### src/rtl/fifo_sched_pkg.sv
// Shared types and helpers for the round-robin FIFO scheduler.
// Holds the drain-side state encoding and the index-width helper
// used to size producer indices.
package fifo_sched_pkg;

    // One-hot encoding so that any corrupted state is easy to detect
    // and recover from in the default branch.
    typedef enum logic [2:0] {
        IDLE = 3'b001,
        WAIT = 3'b010,
        HOLD = 3'b100
    } drain_state_t;

    // Width of a producer index; never narrower than one bit.
    function automatic int index_width(input int n);
        return (n <= 2) ? 1 : $clog2(n);
    endfunction

endpackage

### src/rtl/fifo_rr_scheduler_arbiter.sv
// Round-robin arbiter owning the priority pointer.
// The search starts at the pointer and wraps. The pointer moves one past
// the winner only when the caller reports that the grant was used.
module rr_arbiter
    import fifo_sched_pkg::*;
#(
    parameter int NUM_REQ = 4,
    localparam int IDW = index_width(NUM_REQ)
) (
    input  logic               clk,
    input  logic               reset,
    input  logic [NUM_REQ-1:0] req,
    input  logic               advance,
    output logic [NUM_REQ-1:0] grant,
    output logic [IDW-1:0]     grant_id
);

    logic [IDW-1:0] ptr;

    // First requester at or after the pointer, searching cyclically.
    always_comb begin
        logic           found;
        logic [IDW-1:0] idx;
        found    = 1'b0;
        idx      = '0;
        grant    = '0;
        grant_id = '0;
        for (int k = 0; k < NUM_REQ; k++) begin
            idx = IDW'((int'(ptr) + k) % NUM_REQ);
            if (!found && req[idx]) begin
                found      = 1'b1;
                grant[idx] = 1'b1;
                grant_id   = idx;
            end
        end
    end

    // Priority moves just past the producer that was actually served.
    always_ff @(posedge clk or posedge reset) begin
        if (reset) begin
            ptr <= '0;
        end else if (advance) begin
            ptr <= (grant_id == IDW'(NUM_REQ - 1)) ? '0 : grant_id + 1'b1;
        end
    end

endmodule

### src/rtl/fifo_rr_scheduler.sv
// Round-robin push arbitration and valid/ready drain around a shared FIFO.
// The FIFO read data appears one cycle after pop, so the drain side waits
// one cycle between a pop and presenting the word downstream.
// Optional build macro: FIFO_SCHED_OCCUPANCY_EN adds an occupancy output
// that tracks the FIFO fill level.
module fifo_rr_scheduler
    import fifo_sched_pkg::*;
#(
    parameter int NUM_REQ    = 4,
    parameter int DATA_WIDTH = 8,
    parameter int DEPTH      = 16,
    localparam int IDW = index_width(NUM_REQ)
) (
    input  logic                          clk,
    input  logic                          reset,
    input  logic [NUM_REQ-1:0]            req_valid,
    input  logic [NUM_REQ*DATA_WIDTH-1:0] req_data,
    output logic [NUM_REQ-1:0]            req_ready,
    output logic [IDW-1:0]                grant_id,
    output logic                          fifo_push,
    output logic [DATA_WIDTH-1:0]         fifo_data_in,
    input  logic                          fifo_full,
    output logic                          fifo_pop,
    input  logic [DATA_WIDTH-1:0]         fifo_data_out,
    input  logic                          fifo_empty,
    output logic                          out_valid,
    output logic [DATA_WIDTH-1:0]         out_data,
    input  logic                          out_ready
`ifdef FIFO_SCHED_OCCUPANCY_EN
    ,
    output logic [$clog2(DEPTH+1)-1:0]    occupancy
`endif
);

    if (NUM_REQ < 2 || DEPTH < 1) begin : g_param_check
        $error("fifo_rr_scheduler: NUM_REQ must be >= 2 and DEPTH >= 1");
    end

    logic [NUM_REQ-1:0] arb_grant;
    logic [IDW-1:0]     arb_id;
    drain_state_t       state;

    rr_arbiter #(
        .NUM_REQ (NUM_REQ)
    ) u_arbiter (
        .clk      (clk),
        .reset    (reset),
        .req      (req_valid),
        .advance  (fifo_push),
        .grant    (arb_grant),
        .grant_id (arb_id)
    );

    // A winner is only accepted when the FIFO has room.
    assign fifo_push = (|arb_grant) && !fifo_full && !reset;
    assign req_ready = fifo_push ? arb_grant : '0;
    assign grant_id  = fifo_push ? arb_id : '0;

    // Route the winning producer's payload to the FIFO.
    always_comb begin
        fifo_data_in = req_data[DATA_WIDTH-1:0];
        for (int i = 1; i < NUM_REQ; i++) begin
            if (arb_grant[i]) begin
                fifo_data_in = req_data[i*DATA_WIDTH +: DATA_WIDTH];
            end
        end
    end

    // Pop from IDLE, or chain the next pop onto a downstream handshake.
    assign fifo_pop = !reset && !fifo_empty &&
                      ((state == IDLE) || ((state == HOLD) && out_ready));

    // Drain sequencer: pop, wait for read data, hold it until accepted.
    always_ff @(posedge clk or posedge reset) begin
        if (reset) begin
            state     <= IDLE;
            out_valid <= 1'b0;
            out_data  <= '0;
        end else begin
            case (state)
                IDLE: begin
                    if (!fifo_empty) begin
                        state <= WAIT;
                    end
                end
                WAIT: begin
                    out_data  <= fifo_data_out;
                    out_valid <= 1'b1;
                    state     <= HOLD;
                end
                HOLD: begin
                    if (out_ready) begin
                        out_valid <= 1'b0;
                        state     <= fifo_empty ? IDLE : WAIT;
                    end
                end
                default: begin
                    out_valid <= 1'b0;
                    state     <= IDLE;
                end
            endcase
        end
    end

`ifdef FIFO_SCHED_OCCUPANCY_EN
    localparam int OCC_W = $clog2(DEPTH+1);
    localparam logic [OCC_W-1:0] OCC_MAX = OCC_W'(DEPTH);

    // Fill level follows pushes and pops; simultaneous ones cancel.
    always_ff @(posedge clk or posedge reset) begin
        if (reset) begin
            occupancy <= '0;
        end else if (fifo_push && !fifo_pop) begin
            occupancy <= occupancy + 1'b1;
        end else if (fifo_pop && !fifo_push) begin
            occupancy <= occupancy - 1'b1;
        end
    end

    a_occ_no_overflow : assert property (@(posedge clk) disable iff (reset)
        (occupancy <= OCC_MAX) && !(fifo_push && !fifo_pop && occupancy == OCC_MAX));
    a_occ_no_underflow : assert property (@(posedge clk) disable iff (reset)
        !(fifo_pop && !fifo_push && occupancy == '0));
`endif

endmodule
### config.mk
export PLATFORM = sky130hd
export DESIGN_NAME = fifo_rr_scheduler
export DESIGN_NICKNAME = d
export VERILOG_FILES = /design/src/rtl/fifo_sched_pkg.sv /design/src/rtl/fifo_rr_scheduler_arbiter.sv /design/src/rtl/fifo_rr_scheduler.sv
export SDC_FILE = /design/constraint.sdc
export NUM_CORES = 1
export LEC_CHECK = 0
export CORE_MARGIN = 2
export CORE_UTILIZATION = 37
export DETAILED_ROUTE_END_ITERATION = 10
export GPL_TIMING_DRIVEN = 0
export PLACE_DENSITY_LB_ADDON = 0.25
export SYNTH_ARGS = -nofsm -noshare
export SYNTH_HDL_FRONTEND = slang
export SYNTH_SLANG_ARGS = --single-unit
### constraint.sdc
create_clock -name clk -period 3.6 [get_ports clk]
set_input_delay 0.36 -clock clk [delete_from_list [all_inputs] [get_ports clk]]
set_output_delay 0.36 -clock clk [all_outputs]
set_load 0.01 [all_outputs]
==> impl_metrics.json <==
{
  "power_density_mw_per_mm2": 973,
  "period_share": 0.981,
  "netlist.area_leader.share": 0.212,
  "rows": 23,
  "synthCells": 177,
  "h-tree-depth": 1,
  "grt.total_usage": 0.205,
  "seqPwrFrac": 0.110,
  "async_reset_ff_frac": 1.00,
  "dpl.hpwl_mm": 3.45,
  "synth.largest_area_cell": "dfrtp_1",
  "max_freq_ghz": 0.283,
  "root_buffer": "clkbuf_8",
  "end_kind": "output pin",
  "area_delta_synth_final_pct": 74.7,
  "utilization": 0.669,
  "clockBufferDepth": 2,
  "fin_skew_ns": 0.00206,
  "drv_cap": 0,
  "p_sw_frac": 0.458,
  "power_frac_comb": 0.840,
  "cts_tree": "built",
  "path_clk_slew_ns": 0.06,
  "post-synth-top-count-cell": "nor2_1",
  "routabilityCongestion": 0.790,
  "drtAntennaViolNets": 0,
  "critical_path_arrival_ns": 3.17,
  "start_kind": "register",
  "final.setup.tns_ns": 0,
  "initial_core_util": 0.383,
  "insertion_delay_ns": 0.24,
  "synth.area.top_cells": "dfrtp_1, mux2_2, a211oi_1, ha_1, nor2_1",
  "p_int_mw": 1.41,
  "worstPathMaxFanout": 6,
  "power.switching_mw": 1.19,
  "core_mm2": 0.00400,
  "timing.hold.ws_ns": 0.506,
  "ioPinCount": 74,
  "hp-class": "input pin to asynchronous set/reset pin",
  "num-fill-cells": 334,
  "cp.required_ns": 3.24,
  "ff2ff_setup_slack_ns": 0.26,
  "grt_pass1_wl_mm": 7.39,
  "postSynthNetCount": 232,
  "drt_iter0_markers": 42,
  "vias_per_cell": 5.32,
  "drive_above_1_share": 0.319,
  "r2r-start": "u_arbiter.ptr[0]",
  "finalHoldViolCount": 0,
  "die_w_um": 68.3,
  "clkPwrFrac": 0.050,
  "final-setup-viol-count": 0,
  "synth-seq-cells": 14,
  "r2r_end": "u_arbiter.ptr[0]",
  "fin_area_mm2": 0.00268,
  "clock-sinks": 14,
  "ys_types": 49,
  "cts-buffers-inserted": 3,
  "dieArea_mm2": 0.00467,
  "rsz0062_at_grt": "true",
  "place_area_mm2": 0.00232,
  "synth-edff-count": 0,
  "dpl.cell_count": 300,
  "synth_ff_type": "dfrtp_1",
  "p_leak_nw": 1.11,
  "synth_common_cells": "nor2_1, nand2_1, dfrtp_1",
  "fin_nets": 335,
  "worst_pin_slew_ns": 0.658,
  "grt_pass1_vias": 1656,
  "synth.avg_cell_area_um2": 8.65,
  "n_antenna_cell": 0,
  "critical_path_class": "register to output pin",
  "grt_start_max_net_pins": 16,
  "instances_no_fill": 329,
  "status": "complete, no violations",
  "num_vias": 1750,
  "ys_warn_count": 0,
  "seq_area_frac_synth": 0.230,
  "drc": 0,
  "wl_per_cell_um": 15.0,
  "power_mw": 2.60,
  "overflow": 0,
  "vdd_ir_drop_max_v": 0.000376,
  "dr.pass1.iters": 4,
  "reg2reg_depth": 14,
  "wirelength_mm": 4.94,
  "final-max-slew-violation-count": 0,
  "io_buffers": 73,
  "worst_slack_ns": 0.0674,
  "relSlewSlack": 0.559,
  "place_ws_ns": -1.03,
  "die_h_um": 68.3,
  "syn_area_mm2": 0.00153,
  "timing.final.crit_period_ns": 3.53,
  "grt_antenna_before_repair": 0
}
[timing repair]
item	in CTS	in global routing
setup buffers	17	9
hold endpoints to repair	0	0
gates cloned	1	0
pin swaps	10	5
hold buffers	0	0
resized for setup	65	33
setup endpoints to repair	16	15
[cell families after synthesis]
logic type                 Yosys count  share of synthesized area
and+or+nand+nor                     63                      0.208
AOI/OAI and AO/OA                   54                      0.286
muxes                               20                      0.166
buffers and inverters               19                     0.0564
DFF                                 14                      0.230
adders and majority gates            6                     0.0490
xor gates and xnor gates             1                    0.00572
[metal layers]
layer / vias up / GRT usage / wire [um]
met2: 69 / 0.400 / 2520
li1: 870 / - / -
met5: - / 0 / 0
met4: 0 / 0.0150 / 0
met3: 0 / 0.0510 / 459
met1: 811 / 0.231 / 1960
[sequential cells by signal, summed over array words and instances, names as in the netlist]
register / count
out_data: 8
out_valid: 1
state: 3
u_arbiter.ptr: 2
[worst max-delay path by stage]
stage / start / end / slack, ns / depth (start not counted)
floorplan: u_arbiter.ptr[1] / fifo_data_in[4] / 0.02 / 11
global placement: u_arbiter.ptr[1] / fifo_data_in[7] / -0.97 / 12
detailed placement: u_arbiter.ptr[1] / fifo_data_in[1] / -1.03 / 12
CTS: u_arbiter.ptr[1] / req_ready[3] / 0.006 / 12
global route: u_arbiter.ptr[0] / grant_id[1] / -0.05 / 13
finish: u_arbiter.ptr[0] / req_ready[3] / 0.07 / 12
[layout by cell type (no fill, tap or decap), types with 7 or more instances in the layout]
cell type	count
nor2_1	19
o31ai_1	7
buf_2	8
buf_4	24
nand2_1	16
inv_1	7
a211oi_1	8
clkdlybuf4s50_1	58
clkbuf_2	9
mux2_2	9
dfrtp_1	13
[area by class of cell]
| cell class | count | area [um^2] | area share |
|---|---|---|---|
| buffer | 8 | 58.8 | 0.0220 |
| sequential | 14 | 352 | 0.131 |
| clock buffer | 4 | 45.0 | 0.0168 |
| inverter | 9 | 43.8 | 0.0164 |
| tap | 50 | 62.6 | 0.0234 |
| multi-input combinational | 144 | 1240 | 0.464 |
| timing repair buffer | 100 | 873 | 0.326 |
[worst max-delay path: stages (launching register included)]
cell,delay (ns)
dfrtp_1,0.36
buf_6,0.12
inv_8,0.04
ha_4,0.25
buf_6,0.11
mux4_2,0.53
a21o_1,0.19
a31o_1,0.20
o21a_1,0.22
o41ai_4,0.44
buf_4,0.19
and2b_1,0.17
clkbuf_2,0.12
[power groups by stage]
stage | Clock [mW] | Combinational (mW) | Sequential (mW)
2_1_floorplan | 0 | 1.09 | 0.311
3_3_place_gp | 0 | 1.74 | 0.290
3_5_place_dp | 0 | 1.77 | 0.293
4_1_cts | 0.135 | 2.05 | 0.283
5_1_grt | 0.142 | 2.36 | 0.299
6_report | 0.131 | 2.18 | 0.287
Power figures use the tool's default switching activity.
==> RTL change (same settings) <==
`NUM_REQ` is set to 4 in 2 places; all go to 6.
--- a/src/rtl/fifo_rr_scheduler_arbiter.sv
+++ b/src/rtl/fifo_rr_scheduler_arbiter.sv
@@ -6,3 +6,3 @@
 #(
-    parameter int NUM_REQ = 4,
+    parameter int NUM_REQ = 6,
     localparam int IDW = index_width(NUM_REQ)
--- a/src/rtl/fifo_rr_scheduler.sv
+++ b/src/rtl/fifo_rr_scheduler.sv
@@ -8,3 +8,3 @@
 #(
-    parameter int NUM_REQ    = 4,
+    parameter int NUM_REQ    = 6,
     parameter int DATA_WIDTH = 8,
Ports: changed (resized grant_id, req_data, req_ready and req_valid); port bits go from 74 to 95. No check against the original RTL was run, so the function may have changed too.
==> RTL change against the original RTL <==
The run now ends with negative setup slack left; worst setup slack worse by 0.91 ns; sequential cell count is 1 higher; routed wire length grew to 2.7 times the old value; worst hold slack better by 0.0035 ns; core utilization is 7.3 points higher; area after synthesis is 82% higher; cell area is 100% higher; critical endpoint is now grant_id[1]; final cell count is 90% higher.
Power is not shown: default switching activity piles up to over one toggle a cycle in this logic, so the estimate is an artifact.
==> RTL change: results (changes against the original RTL) <==
STA
  • Final setup viols: 21 (was 0)
  • Clk_skew: 0.008244 ns (was 0.002061 ns)
  • Final WS setup: -0.8471 ns (was 0.06741 ns)
  • Max Fclk: 224.9 MHz (was 283.1 MHz)
  • Worst-margin pin slew: 0.7890 ns (was 0.6583 ns)

Critical path
  • CP Data Arrival Time: 4.09 ns (was 3.17 ns)
  • Worst setup path end: grant_id[1] (was req_ready[3])
  • R2R cell count: 17 (was 14)
  • Reg-to-reg endpoint: u_arbiter.ptr[2] (was u_arbiter.ptr[0])
  • Worst R2R Setup Slack: -0.59 ns (was 0.26 ns)

Cells and area
  • Ratio of cells with drive above 1 in the final layout: 46.48% (was 31.90%)
  • Final nets: 607 (was 335)
  • Fill count: 481 (was 334)

Routing
  • Vias/cell: 6.308 (was 5.319)
  • WL final: 13,400 um (was 4938 um)

Logic synthesis
  • Synth area leaders: dfrtp_1 (13%), ha_1 (6.3%), mux2_2 (5.3%) (was dfrtp_1 (21%), mux2_2 (6.6%), a211oi_1 (5.4%))
  • Mapped Nets: 432 (was 232)
  • Sequential area share after synthesis: 13.51% (was 22.96%)

Placement
  • Dpl ws: -1.519 ns (was -1.035 ns)

Global routing
  • Grt met1 use: 35.12% (was 23.08%)
  • Largest net degree at the start of global routing: 17 (was 16)
  • First-pass GRT wire length: 20,090 um (was 7389 um)
  • Number of global-route vias before repair: 3,795 (was 1,656)

Outcome
  • Status: finished with violations (was complete, no violations)
  • Violated checks: negative setup slack
-- RTL change: changes by cell type after synthesis, sizes merged, moves of 10 or more --
cell / delta
o211ai: +11
o311ai: +10
inv: +11
nand3: +15
a21oi: +21
-- RTL change: how the worst min path moves through the flow --
stage,to,cells after the start,from
detailed placement,out_data[6],1,out_data[6]
global route,out_data[6],1,out_data[6]
finish,state[2],2,reset
global placement,out_data[0],1,out_data[0]
CTS,out_data[6],1,out_data[6]
floorplan,out_data[0],1,reset
-- RTL change: worst max-delay path, delay by kind of cell (launching register included) --
family,cells,cell delay [ns]
fa+ha+maj,2,0.36
compound gates,5,1.29
simple gates,4,0.84
buf+inv,4,0.61
flops,1,0.45
xor+xnor,1,0.25
-- RTL change: repair_timing --
action                                 4_1_cts  5_1_grt
endpoints found under the hold margin        0        0
hold buffers                                 0        0
gates resized for setup                    176       31
pin swaps                                   54       25
setup endpoints to repair                   21       21
setup buffers                               68       14
cloned                                       4        0
-- RTL change: cell families after synthesis --
| logic type | Yosys count | synth area share (%) |
|---|---|---|
| AO/OA/AOI/OAI | 138 | 38.38 |
| buffers and inverters | 44 | 6.597 |
| XOR/XNOR | 7 | 3.546 |
| multiplexers | 22 | 9.201 |
| flip-flops | 15 | 13.51 |
| AND/OR/NAND/NOR | 111 | 22.49 |
| adder cells (fa/ha/maj) | 14 | 6.284 |
-- RTL change: area by class of cell --
type                            count  area (um^2)  area share (%)
Multi-Input combinational cell    294         2933           54.21
Timing Repair Buffer              174         1607           29.69
Sequential cell                    15        379.1           7.007
Buffer                             17        225.2           4.163
Tap cell                           99        123.9           2.290
Inverter                           21        97.59           1.804
Clock buffer                        4        45.04          0.8326
-- RTL change: layer usage --
metal,vias to the layer above,part of all wire (%)
met4,0,4.6
li1,1728,-
met3,82,9.7
met2,293,49
met5,-,0
met1,1833,37
-- RTL change: per-stage QoR --
step | hold WS, ns | area [um^2]
after floorplan | 0.2657 | 3090
after global placement | 0.4901 | 4155
after detailed placement | 0.4989 | 4155
after CTS | 0.5128 | 5226
after global routing | 0.5263 | 5410
final | 0.5095 | 5410
